## src/rtl/alarm_pkg.sv

```systemverilog
// Shared types and widths for the alarm sequencer: state encoding, time field
// widths and a helper that sizes the per-second timers.
package alarm_pkg;

   localparam int HR_W  = 5;
   localparam int MIN_W = 6;

   typedef enum logic [1:0] {
      IDLE    = 2'd0,
      RINGING = 2'd1,
      SNOOZE  = 2'd2
   } alarm_state_t;

   // Holds values 0..n-1. A single-tick period still needs one bit.
   function automatic int tmr_w(input int n);
      return (n <= 1) ? 1 : $clog2(n);
   endfunction

endpackage

```

## src/rtl/alarm_sequencer_if.sv

```systemverilog
// Signal bundle between the clock datapath/buttons and the alarm sequencer.
// master drives time, alarm and buttons; slave (the sequencer) drives status.
interface alarm_sequencer_if #(
   parameter int MAX_SNOOZES = 3
);
   import alarm_pkg::*;

   localparam int CNT_W = $clog2(MAX_SNOOZES + 1);

   // No valid/ready pair: sec_tick, snooze_btn and stop_btn are single-cycle
   // pulses sampled on the clock edge; time/alarm fields and alarm_en are levels.
   logic                 sec_tick;
   logic [HR_W-1:0]      time_hr;
   logic [MIN_W-1:0]     time_min;
   logic [HR_W-1:0]      alarm_hr;
   logic [MIN_W-1:0]     alarm_min;
   logic                 alarm_en;
   logic                 snooze_btn;
   logic                 stop_btn;
   logic                 ring;
   logic                 snoozing;
   logic [CNT_W-1:0]     snooze_cnt;
   logic                 missed;
   alarm_state_t         state;

   modport master (
      output sec_tick, time_hr, time_min, alarm_hr, alarm_min, alarm_en,
             snooze_btn, stop_btn,
      input  ring, snoozing, snooze_cnt, missed, state
   );

   modport slave (
      input  sec_tick, time_hr, time_min, alarm_hr, alarm_min, alarm_en,
             snooze_btn, stop_btn,
      output ring, snoozing, snooze_cnt, missed, state
   );

endinterface

```

## src/rtl/alarm_tick_timer.sv

```systemverilog
// Loadable per-second counter: counts up or down on en until it reaches
// END_VAL, then holds; done flags the terminal value.
module alarm_tick_timer #(
   parameter int             W        = 4,
   parameter bit             UP       = 1'b1,
   parameter logic [W-1:0]   LOAD_VAL = '0,
   parameter logic [W-1:0]   END_VAL  = '0
) (
   input  logic clk,
   input  logic rst_n,
   input  logic load,
   input  logic en,
   output logic done
);

   logic [W-1:0] count;

   assign done = (count == END_VAL);

   always_ff @(posedge clk or negedge rst_n) begin
      if (!rst_n) begin
         count <= '0;
      end else if (load) begin
         count <= LOAD_VAL;
      end else if (en && !done) begin
         count <= UP ? count + 1'b1 : count - 1'b1;
      end
   end

endmodule

```

## src/rtl/alarm_sequencer.sv

```systemverilog
// Alarm sequencer: detects the alarm minute, rings, snoozes and times out.
// Optional macro ALARM_SEQ_BEEP_EN gates ring with a 1 s on / 1 s off phase.
module alarm_sequencer
   import alarm_pkg::*;
#(
   parameter int TICKS_PER_MIN  = 60,
   parameter int RING_MINUTES   = 5,
   parameter int SNOOZE_MINUTES = 9,
   parameter int MAX_SNOOZES    = 3
) (
   input  logic              clk,
   input  logic              rst_n,
   alarm_sequencer_if.slave  bus
);

   localparam int CNT_W      = $clog2(MAX_SNOOZES + 1);
   localparam int RING_TICKS = RING_MINUTES * TICKS_PER_MIN;
   localparam int SNZ_TICKS  = SNOOZE_MINUTES * TICKS_PER_MIN;
   localparam int RING_W     = tmr_w(RING_TICKS);
   localparam int SNZ_W      = tmr_w(SNZ_TICKS);
   localparam logic [CNT_W-1:0] CNT_MAX = CNT_W'(MAX_SNOOZES);

   alarm_state_t      state, next_state;
   logic              match, match_q, armed_q, trigger;
   logic              ring_load, snz_load, ring_done, snz_done;
   logic              inc_cnt, clr_cnt, set_missed, clr_missed;
   logic [CNT_W-1:0]  snooze_cnt_q;
   logic              missed_q;

   assign match = bus.alarm_en
                  && (bus.time_hr  == bus.alarm_hr)
                  && (bus.time_min == bus.alarm_min);

   // armed_q keeps the first edge after reset from counting: match_q must
   // hold a real sample before a rising edge of match means anything.
   assign trigger = match && !match_q && armed_q;

   always_ff @(posedge clk or negedge rst_n) begin
      if (!rst_n) begin
         state        <= IDLE;
         match_q      <= 1'b0;
         armed_q      <= 1'b0;
         snooze_cnt_q <= '0;
         missed_q     <= 1'b0;
      end else begin
         state   <= next_state;
         match_q <= match;
         armed_q <= 1'b1;
         if (clr_cnt)
            snooze_cnt_q <= '0;
         else if (inc_cnt)
            snooze_cnt_q <= snooze_cnt_q + 1'b1;
         if (clr_missed)
            missed_q <= 1'b0;
         else if (set_missed)
            missed_q <= 1'b1;
      end
   end

   always_comb begin
      next_state = state;
      ring_load  = 1'b0;
      snz_load   = 1'b0;
      inc_cnt    = 1'b0;
      clr_cnt    = 1'b0;
      set_missed = 1'b0;
      clr_missed = bus.stop_btn;
      if (!bus.alarm_en) begin
         next_state = IDLE;
         clr_cnt    = 1'b1;
         clr_missed = 1'b1;
      end else begin
         case (state)
            IDLE: begin
               if (trigger) begin
                  next_state = RINGING;
                  ring_load  = 1'b1;
                  clr_cnt    = 1'b1;
                  clr_missed = 1'b1;
               end
            end
            RINGING: begin
               if (bus.stop_btn) begin
                  next_state = IDLE;
                  clr_cnt    = 1'b1;
               end else if (bus.sec_tick && ring_done) begin
                  next_state = IDLE;
                  clr_cnt    = 1'b1;
                  set_missed = 1'b1;
               end else if (bus.snooze_btn && (snooze_cnt_q < CNT_MAX)) begin
                  next_state = SNOOZE;
                  inc_cnt    = 1'b1;
                  snz_load   = 1'b1;
               end
            end
            SNOOZE: begin
               if (bus.stop_btn) begin
                  next_state = IDLE;
                  clr_cnt    = 1'b1;
               end else if (bus.sec_tick && snz_done) begin
                  next_state = RINGING;
                  ring_load  = 1'b1;
               end
            end
            default: next_state = IDLE;
         endcase
      end
   end

   alarm_tick_timer #(
      .W        (RING_W),
      .UP       (1'b1),
      .LOAD_VAL ('0),
      .END_VAL  (RING_W'(RING_TICKS - 1))
   ) u_ring_tmr (
      .clk   (clk),
      .rst_n (rst_n),
      .load  (ring_load),
      .en    (bus.sec_tick && (state == RINGING)),
      .done  (ring_done)
   );

   alarm_tick_timer #(
      .W        (SNZ_W),
      .UP       (1'b0),
      .LOAD_VAL (SNZ_W'(SNZ_TICKS - 1)),
      .END_VAL  ('0)
   ) u_snz_tmr (
      .clk   (clk),
      .rst_n (rst_n),
      .load  (snz_load),
      .en    (bus.sec_tick && (state == SNOOZE)),
      .done  (snz_done)
   );

   assign bus.state      = state;
   assign bus.snoozing   = (state == SNOOZE);
   assign bus.snooze_cnt = snooze_cnt_q;
   assign bus.missed     = missed_q;

`ifdef ALARM_SEQ_BEEP_EN
   logic phase_q;

   always_ff @(posedge clk or negedge rst_n) begin
      if (!rst_n)
         phase_q <= 1'b1;
      else if (ring_load)
         phase_q <= 1'b1;
      else if ((state == RINGING) && bus.sec_tick)
         phase_q <= ~phase_q;
   end

   assign bus.ring = (state == RINGING) && phase_q;
`else
   assign bus.ring = (state == RINGING);
`endif

endmodule

```

## src/flat_wrapper.sv

```systemverilog
// flat-port wrapper written by rule: the top's interface ports become plain ports
module alarm_sequencer_flat import alarm_pkg::*;
#(
   parameter int TICKS_PER_MIN  = 60,
   parameter int RING_MINUTES   = 5,
   parameter int SNOOZE_MINUTES = 9,
   parameter int MAX_SNOOZES    = 3
)
  (clk, rst_n, bus_sec_tick, bus_time_hr, bus_time_min, bus_alarm_hr, bus_alarm_min, bus_alarm_en, bus_snooze_btn, bus_stop_btn, bus_ring, bus_snoozing, bus_snooze_cnt, bus_missed, bus_state);
  alarm_sequencer_if #(.MAX_SNOOZES(MAX_SNOOZES)) bus_i ();
  input  logic clk;
  input  logic rst_n;
  input wire logic [$bits(bus_i.sec_tick)-1:0] bus_sec_tick;
  input wire logic [$bits(bus_i.time_hr)-1:0] bus_time_hr;
  input wire logic [$bits(bus_i.time_min)-1:0] bus_time_min;
  input wire logic [$bits(bus_i.alarm_hr)-1:0] bus_alarm_hr;
  input wire logic [$bits(bus_i.alarm_min)-1:0] bus_alarm_min;
  input wire logic [$bits(bus_i.alarm_en)-1:0] bus_alarm_en;
  input wire logic [$bits(bus_i.snooze_btn)-1:0] bus_snooze_btn;
  input wire logic [$bits(bus_i.stop_btn)-1:0] bus_stop_btn;
  output wire logic [$bits(bus_i.ring)-1:0] bus_ring;
  output wire logic [$bits(bus_i.snoozing)-1:0] bus_snoozing;
  output wire logic [$bits(bus_i.snooze_cnt)-1:0] bus_snooze_cnt;
  output wire logic [$bits(bus_i.missed)-1:0] bus_missed;
  output wire logic [$bits(bus_i.state)-1:0] bus_state;
  assign bus_i.sec_tick = bus_sec_tick;
  assign bus_i.time_hr = bus_time_hr;
  assign bus_i.time_min = bus_time_min;
  assign bus_i.alarm_hr = bus_alarm_hr;
  assign bus_i.alarm_min = bus_alarm_min;
  assign bus_i.alarm_en = bus_alarm_en;
  assign bus_i.snooze_btn = bus_snooze_btn;
  assign bus_i.stop_btn = bus_stop_btn;
  assign bus_ring = bus_i.ring;
  assign bus_snoozing = bus_i.snoozing;
  assign bus_snooze_cnt = bus_i.snooze_cnt;
  assign bus_missed = bus_i.missed;
  assign bus_state = bus_i.state;
  alarm_sequencer #(.TICKS_PER_MIN(TICKS_PER_MIN), .RING_MINUTES(RING_MINUTES), .SNOOZE_MINUTES(SNOOZE_MINUTES), .MAX_SNOOZES(MAX_SNOOZES)) u_core (.clk(clk), .rst_n(rst_n), .bus(bus_i));
endmodule
```

## config.mk

```make
export PLATFORM = sky130hd
export DESIGN_NAME = alarm_sequencer_flat
export DESIGN_NICKNAME = d
export VERILOG_FILES = /design/src/rtl/alarm_pkg.sv /design/src/rtl/alarm_sequencer_if.sv /design/src/rtl/alarm_tick_timer.sv /design/src/rtl/alarm_sequencer.sv /design/src/flat_wrapper.sv
export SDC_FILE = /design/constraint.sdc
export NUM_CORES = 1
export LEC_CHECK = 0
export ABC_AREA = 1
export CORE_ASPECT_RATIO = 0.7
export CORE_MARGIN = 4
export CORE_UTILIZATION = 54
export CTS_BUF_LIST = sky130_fd_sc_hd__clkbuf_8
export DETAILED_ROUTE_END_ITERATION = 10
export PLACE_DENSITY = 0.82
export SLEW_MARGIN = 30
export SYNTH_ARGS = -nofsm -noshare
export SYNTH_HDL_FRONTEND = slang
export SYNTH_SLANG_ARGS = --single-unit
```

## constraint.sdc

```tcl
create_clock -name clk -period 1.6 [get_ports clk]
set_input_delay 0.16 -clock clk [delete_from_list [all_inputs] [get_ports clk]]
set_output_delay 0.16 -clock clk [all_outputs]
set_load 0.03 [all_outputs]
```

==> impl_metrics.tcl <==
set metrics [dict create \
    status "complete, but fails checks" \
    violations "setup timing" \
    dieWidth_um 79.24 \
    final-hold-violation-count 0 \
    grt_pass1_wl_mm 9.094 \
    layout-drive-gt1-share_pct 23.26 \
    drt-initial-drc-count 191 \
    cts_root_buf "clkbuf_8" \
    grt_pass1_vias 1894 \
    stdcell_count 391 \
    multiInputGateArea_um2 1211 \
    finalSetupViolations 7 \
    core_area_um2 3276 \
    leakagePower_uw 0.001422 \
    fin_crit_ps 1654 \
    yosys_warnings 0 \
    synthFlopType "dfrtp_1" \
    fill_cells 215 \
    syn_nets 305 \
    synth_cells 273 \
    gp_congestion 0.9088 \
    postCtsHoldBufs 0 \
    critPathRequiredTime_ps 1760 \
    finalWorstSetupSlack_ps -54.30 \
    worstSetupPathType "reg2reg" \
    cts_buffers 3 \
    die-height_um 57.87 \
    p_sw_uw 434.7 \
    wl_mm 6.327 \
    vias_per_cell 5.621 \
    diodes 0 \
    ys_seq_area_share_pct 33.92 \
    fmax_ghz 0.6045 \
    whs_ps 237.9 \
    port_buffers 34 \
    cp.arrival_ps 1810 \
    syn_to_final_growth_pct 43.84 \
    clk_pin_slew_ps 90 \
    synth_common_cells "nand2_1, inv_1, nor2_1, dfrtp_1, nand3_1" \
    hpwl_mm 4.263 \
    yosys_register_bits 26 \
    final.setup.tns_ps -177.7 \
    ant_nets 0 \
    min_path_type "in2async" \
    place_inst 382 \
    cp-start-kind "register" \
    start_util_pct 58.56 \
    maxCapViolations 0 \
    p_int_uw 1066 \
    synth-async-reset-ratio_pct 100.0 \
    p_per_area_nw_per_um2 544.1 \
    synth_top_area_share_pct 33.92 \
    tritoncts "built" \
    post-route-util_pct 84.22 \
    drtPass1Iterations 6 \
    io_pins 35 \
    synth_edf_count 0 \
    vias 2198 \
    syn_area_um2 1918 \
    track_usage_pct 25.66 \
    sw_frac_of_total_pct 28.96 \
    rows 17 \
    grt_max_degree 27 \
    clk_latency_ps 280 \
    p_clk_share_pct 29.1 \
    grt_overflow 0 \
    layout.nets 377 \
    synth_area_leaders "dfrtp_1, nand2_1, inv_1" \
    ir_worst_vdd_mv 0.5628 \
    drc 0 \
    dieArea_um2 4585 \
    comb_power_share_pct 23.6 \
    crit_fanout 7 \
    fin_crit_sh_pct 103.4 \
    reg2regPathDepth 8 \
    cp-end-kind "register" \
    clockBufferDepth 2 \
    clock_sinks 26 \
    pwr-share-seq_pct 47.3 \
    yosysMostFrequentCell "nand2_1" \
    slew_viol_final 0 \
    yosys.area.top_type "dfrtp_1" \
    wire_per_inst_um 16.18 \
    syn_avg_cell_area_um2 7.026 \
    antenna_found_initial 0 \
    ff_latch_area_um2 651.9 \
    synth_cell_types 31 \
    rsz0062_at_grt "true" \
    htree_levels 1 \
    finClkSkew_ps 3.661 \
]
## stage by stage
stage                     setup WS (ps)  power (uW)  instance area (um2)
after floorplan                   81.02       867.3                 1926
after global placement           -74.32        1035                 2535
after detailed placement         -149.8        1046                 2535
after CTS                         3.403        1472                 2599
after global routing             -160.7        1563                 2759
final                            -54.30        1501                 2759
## power groups by stage
stage	registers, uW	clock network, uW	logic (uW)
after CTS	705	432	335
final	710	437	354
after global placement	716	0	319
after detailed placement	717	0	329
after global routing	714	463	386
after floorplan	713	0	154
## critical path, cell delays in order (launching register included)
cell      delay (ps)
dfrtp_1          370
ha_2             190
nand2_2           60
nor3_4           260
nand3_4          150
nand3_4          120
buf_8            130
a21boi_2         160
o21ai_1           90
## cell type report
cell class,count,share of cell area [%]
Tap cell,47,2.132
Sequential cell,26,23.63
Timing Repair Buffer,69,22.68
Clock buffer,4,1.995
Inverter,41,5.669
Multi-Input combinational cell,204,43.90
## cell usage in the layout (no fill, tap or decap), types with 9 or more instances in the layout
cell type,count
nand3_1,14
xor2_1,11
nand4_1,13
clkdlybuf4s50_1,30
nor2_1,31
nand2_1,62
buf_4,31
a21oi_1,9
inv_1,35
dfrtp_1,25
## final timing paths
kind | startpoint | to | slack (ps)
worst max-delay path | u_core.u_ring_tmr.count[0] | u_core.u_snz_tmr.count[4] | -50
worst min-delay path | rst_n | u_core.u_ring_tmr.count[4] | 240
worst max register to register | u_core.u_ring_tmr.count[0] | u_core.u_snz_tmr.count[4] | -50
worst min register to register | u_core.u_snz_tmr.count[6] | u_core.u_snz_tmr.count[6] | 590
max in group asynchronous | rst_n | u_core.bus.state[0] | 1090
min in group clk | u_core.u_snz_tmr.count[6] | u_core.u_snz_tmr.count[6] | 590
## what timing repair did
item                                    in CTS  in global routing
resized for setup                            6                 33
endpoints found under the setup margin       6                 23
cloned                                       0                  0
setup buffers                                0                  5
pin swaps                                    0                 16
## state kept, by name (all words and copies together) (netlist names)
register / count
u_core.armed_q: 1
u_core.bus.missed: 1
u_core.bus.snooze_cnt: 2
u_core.bus.state: 2
u_core.match_q: 1
u_core.u_ring_tmr.count: 9
u_core.u_snz_tmr.count: 10
## kinds of logic after synthesis
logic type | after synthesis | synth area share (%)
other cells | 1 | 0.1955
compound gates | 27 | 8.153
simple gates | 159 | 40.38
flops | 26 | 33.92
buf+inv | 43 | 8.806
fa+ha+maj | 4 | 2.609
xor+xnor | 13 | 5.936
## routing by layer
layer  GRT usage (%)  wire length [um]  up-vias
li1                -                 -     1027
met1           34.99              2577     1015
met2           42.21              3028      127
met3           5.124               550       29
met4           6.373               171        0
met5               0                 0        -
No activity file was read; power rests on OpenSTA's default activity.
